--- src/rtl/sfr_timer_bank.sv ---
`default_nettype none
// sfr_timer_bank: TRIS/OPTION special-function registers plus the TMR0 timer/counter
// with prescaler, write-inhibit window and sticky overflow flag. Revision 1.0.
module sfr_timer_bank #(
  parameter int                DATA_W    = 8,
  parameter int                NUM_PORTS = 2,
  parameter logic [DATA_W-1:0] TRIS_RST  = '1
) (
  input  logic                          clk,
  input  logic                          rst,
  input  logic [DATA_W-1:0]             W,
  input  logic [NUM_PORTS-1:0]          tris_wr,
  input  logic                          option_wr,
  input  logic                          tmr0_wr,
  input  logic                          cyc_en,
  input  logic                          t0cki,
  input  logic                          t0if_clr,
  output logic [NUM_PORTS*DATA_W-1:0]   TRIS,
  output logic [DATA_W-1:0]             OPTION,
  output logic [DATA_W-1:0]             TMR0,
  output logic                          T0IF
);

  logic [DATA_W-1:0] tris_q [NUM_PORTS];
  logic [DATA_W-1:0] option_q, option_d;
  logic [DATA_W-1:0] tmr0_q, tmr0_d;
  logic              t0if_q, t0if_d;
  logic [7:0]        ps_q, ps_d;
  logic [1:0]        inh_q, inh_d;
  logic              sync1_q, sync2_q, prev_q;
  logic              edge_q, edge_d;

  logic       tick;
  logic       tick_en;
  logic       inc;
  logic       ovf;
  logic [8:0] ps_lim;
  logic [7:0] ps_max;

  generate
    for (genvar i = 0; i < NUM_PORTS; i++) begin : g_tris
      always_ff @(posedge clk or negedge rst) begin
        if (!rst)            tris_q[i] <= TRIS_RST;
        else if (tris_wr[i]) tris_q[i] <= W;
      end
      assign TRIS[i*DATA_W +: DATA_W] = tris_q[i];
    end
  endgenerate

  always_comb begin
    tick     = option_q[5] ? edge_q : cyc_en;
    tick_en  = tick && (inh_q == 2'd0);
    // Terminal prescaler count is 2^(PS+1)-1; the 9-bit form keeps PS=7 at 0xFF.
    ps_lim   = (9'd2 << option_q[2:0]) - 9'd1;
    ps_max   = ps_lim[7:0];
    inc      = 1'b0;
    ps_d     = ps_q;
    if (tick_en) begin
      if (option_q[3]) begin
        inc = 1'b1;
      end else if (ps_q == ps_max) begin
        ps_d = 8'd0;
        inc  = 1'b1;
      end else begin
        ps_d = ps_q + 8'd1;
      end
    end
    if (option_q[3] || option_wr || tmr0_wr) ps_d = 8'd0;

    inh_d    = tmr0_wr ? 2'd2 : ((inh_q != 2'd0) ? inh_q - 2'd1 : 2'd0);
    tmr0_d   = tmr0_wr ? W : (inc ? tmr0_q + DATA_W'(1) : tmr0_q);
    ovf      = inc && !tmr0_wr && (tmr0_q == '1);
    t0if_d   = ovf ? 1'b1 : (t0if_clr ? 1'b0 : t0if_q);
    option_d = option_wr ? W : option_q;
    edge_d   = option_q[4] ? (prev_q & ~sync2_q) : (sync2_q & ~prev_q);
  end

  always_ff @(posedge clk or negedge rst) begin
    if (!rst) begin
      option_q <= '1;
      tmr0_q   <= '0;
      t0if_q   <= 1'b0;
      ps_q     <= 8'd0;
      inh_q    <= 2'd0;
      sync1_q  <= 1'b0;
      sync2_q  <= 1'b0;
      prev_q   <= 1'b0;
      edge_q   <= 1'b0;
    end else begin
      option_q <= option_d;
      tmr0_q   <= tmr0_d;
      t0if_q   <= t0if_d;
      ps_q     <= ps_d;
      inh_q    <= inh_d;
      sync1_q  <= t0cki;
      sync2_q  <= sync1_q;
      prev_q   <= sync2_q;
      edge_q   <= edge_d;
    end
  end

  assign OPTION = option_q;
  assign TMR0   = tmr0_q;
  assign T0IF   = t0if_q;

endmodule
`default_nettype wire

--- config.mk ---
export PLATFORM = sky130hd
export DESIGN_NAME = sfr_timer_bank
export DESIGN_NICKNAME = d
export VERILOG_FILES = /design/src/rtl/sfr_timer_bank.sv
export SDC_FILE = /design/constraint.sdc
export NUM_CORES = 1
export LEC_CHECK = 0
export ABC_AREA = 1
export ABC_CLOCK_PERIOD_IN_PS = 2900
export CORE_ASPECT_RATIO = 0.75
export CORE_MARGIN = 2
export CORE_UTILIZATION = 54
export CTS_CLUSTER_SIZE = 14
export DETAILED_ROUTE_END_ITERATION = 10
export PLACE_DENSITY = 0.84
export REMOVE_ABC_BUFFERS = 1
export SYNTH_ARGS = -nofsm -noshare
export SYNTH_HDL_FRONTEND = slang
export SYNTH_SLANG_ARGS = --single-unit
--- constraint.sdc ---
create_clock -name clk -period 2.9 [get_ports clk]
set_clock_uncertainty 0.1 [all_clocks]
set_input_delay 0.725 -clock clk [delete_from_list [all_inputs] [get_ports clk]]
set_output_delay 0.725 -clock clk [all_outputs]
set_load 0.01 [all_outputs]
==> results.py <==
metrics = {
    "clock_tree": {
        "htreeDepth": 2,
        "cts.path.max_buffers": 2,
        "postCtsHoldBufs": 0,
        "cts_buffers": 5,
        "cts_tree": "built",
        "cts_root_buf": "clkbuf_8",
        "numClockSinks": 47,
        "insertion_delay_ps": 290,
        "cts_resized": 0,
        "clk_pin_slew_ps": 80,
        "post_cts_buffers": 0,
    },
    "yosys": {
        "synth_top_area_share": 0.271,
        "synthFlopType": "dfstp_2",
        "syn_inst": 259,
        "async_reset_ff_frac": 1.00,
        "seq_area_frac_synth": 0.518,
        "ys_ff_latch": 47,
        "netlist_top_cells_count": "72 x nand2_1, 24 x dfstp_2, 24 x nand3_1",
        "yosysMostFrequentCell": "nand2_1",
        "synth_edf_count": 0,
        "yosysTopAreaCell": "dfstp_2",
        "yosysWarningCount": 0,
        "syn_avg_cell_area_um2": 9.00,
        "synth.area.top_cells": "dfstp_2 27%, dfrtp_1 25%, nand2_1 12%",
        "synth_cell_types": 23,
        "synth_area_um2": 2330,
    },
    "finish": {
        "n_antenna_cell": 0,
        "area_delta_synth_final_pct": 28.3,
        "drive_gt1_frac": 0.190,
        "num-fill-cells": 315,
        "utilization": 0.728,
        "nets": 334,
    },
    "floorplanning": {
        "dieArea_um2": 4860,
        "die_y_um": 60.9,
        "start_util": 0.568,
        "rows": 20,
        "dieWidth_um": 79.8,
        "coreArea_um2": 4100,
        "io_pins": 50,
    },
    "timing": {
        "rsz0062_at_grt": "false",
        "tightest_slew_ps": 842,
        "hold_viol_final": 0,
        "setup_violations": 0,
        "min_period_ps": 2370,
        "drv_slew": 0,
        "fmax_ghz": 0.423,
        "finalCritPeriodShare": 0.816,
        "slew_headroom": 0.439,
        "tns_ps": 0,
    },
    "setup_path": {
        "cp-start-kind": "register",
        "cp.required_ps": 3030,
        "cp.arrival_ps": 2500,
        "reg2reg_depth": 17,
        "end_kind": "register",
        "cp_max_fo": 9,
        "path_class": "reg -> reg",
    },
    "grt": {
        "grt.total_usage": 0.236,
        "global_route.usage.met2": 0.381,
        "grt_antenna_before_repair": 0,
        "grt-ovfl-total": 0,
        "use_met3": 0.0506,
        "grt_pass1_wl_um": 8690,
        "grtUsageMet1": 0.329,
        "grt_pass1_vias": 1790,
        "gr-max-usage-layer": "met2",
        "grt_max_degree": 41,
    },
    "status": {
        "status": "complete, no violations",
    },
    "routing": {
        "vias": 1951,
        "ant_nets": 0,
        "drt_iter0_drc": 150,
        "wirelength_um": 5310,
        "wl_per_cell_um": 14.4,
        "drc": 0,
        "drtPass1Iterations": 5,
        "drt-vias-per-instance": 5.27,
    },
    "hold_path": {
        "worstHoldPathCells": 0,
        "hold_path.class": "reg -> reg",
    },
    "job": {
        "drv_cap": 0,
    },
    "pwr": {
        "vdd_drop_max_v": 0.000345,
        "powerDensity_nw_per_um2": 525,
        "leakagePower_nw": 1.30,
    },
    "placed_design": {
        "place_congestion": 0.907,
        "hpwl_um": 3920,
        "portBuffers": 49,
    },
}
per-stage QoR:
stage / instance area [µm²] / worst slack, ps / std cells / power [mW] / hold slack, ps
3_5_place_dp: 2890 / 419 / 362 / 1.15 / 252
5_1_grt: 2990 / 306 / 370 / 1.65 / 295
4_1_cts: 2990 / 563 / 370 / 1.58 / 280
3_3_place_gp: 2890 / 520 / 362 / 1.14 / 245
6_report: 2990 / 534 / 370 / 1.57 / 269
2_1_floorplan: 2300 / 849 / 254 / 0.960 / 231
sequential cells by signal (all words and copies together) (netlist names):
register	count
sync1_q	1
inh_q	2
ps_q	8
edge_q	1
TRIS	16
OPTION	8
T0IF	1
sync2_q	1
prev_q	1
TMR0	8
path summary, 6_finish.rpt:
kind | to | slack (ps) | startpoint
max | TMR0[7]$_DFFE_PN0P_ | 530 | OPTION[2]$_DFFE_PN1P_
max reg2reg | TMR0[7]$_DFFE_PN0P_ | 530 | OPTION[2]$_DFFE_PN1P_
max in group asynchronous | TRIS[9]$_DFFE_PN1P_ | 1550 | rst
min | sync2_q$_DFF_PN0_ | 270 | sync1_q$_DFF_PN0_
min reg2reg | sync2_q$_DFF_PN0_ | 270 | sync1_q$_DFF_PN0_
min in group asynchronous | TMR0[6]$_DFFE_PN0P_ | 430 | rst
report_power, final:
group | switching, mW | total, mW | internal, mW
registers | 0.0565 | 0.793 | 0.737
logic | 0.169 | 0.351 | 0.182
clock network | 0.202 | 0.425 | 0.223
total | 0.427 | 1.57 | 1.14
placed cells by master (no fill, tap or decap), types with 4 or more instances in the layout:
master           instances
nand2_1                 72
clkdlybuf4s50_1         48
dfstp_2                 24
nand3_1                 24
dfrtp_1                 23
inv_1                   21
nor2_1                  19
mux2_2                  16
o21ai_0                 15
xor2_1                   7
o22ai_1                  5
clkbuf_8                 5
a21oi_1                  4
buf_4                    4
critical path: stages, from the launching register on:
cell and delay, ps:
dfstp_2 610, inv_2 110, nand2_1 100, ha_1 250, inv_1 100, nand2_1 70, nand2_1 40, nand2_1 60
nand2_1 40, nor2_1 80, nand2_1 70, nor2_2 100, nand2_2 120, nand2_4 100, nand2_4 90, nand2_4 130
nand2_1 70, nand2_1 50
cells by family (layout without fill, tap and decap cells):
| kind of cell | count (synthesis) | count (layout) | share of synthesized area |
|---|---|---|---|
| compound gates | 26 | 26 | 0.0607 |
| xor+xnor | 10 | 10 | 0.0376 |
| fa+ha+maj | 3 | 3 | 0.0161 |
| buf+inv | 27 | 83 | 0.0467 |
| flops | 47 | 47 | 0.518 |
| mux | 16 | 16 | 0.0773 |
| simple gates | 130 | 130 | 0.244 |
cell type report:
cell class                      count  area [µm²]  area share
Sequential cell                    47        1210       0.404
Multi-Input combinational cell    185        1010       0.339
Timing Repair Buffer               53         515       0.172
Clock buffer                        8         101      0.0339
Inverter                           22        82.6      0.0276
Tap cell                           55        68.8      0.0230
metal layers:
metal	share of wire	wire length, µm
met5	0	0
met4	0.0096	51
met3	0.050	268
met2	0.47	2480
met1	0.47	2520
(Power assumes the default switching activity.)
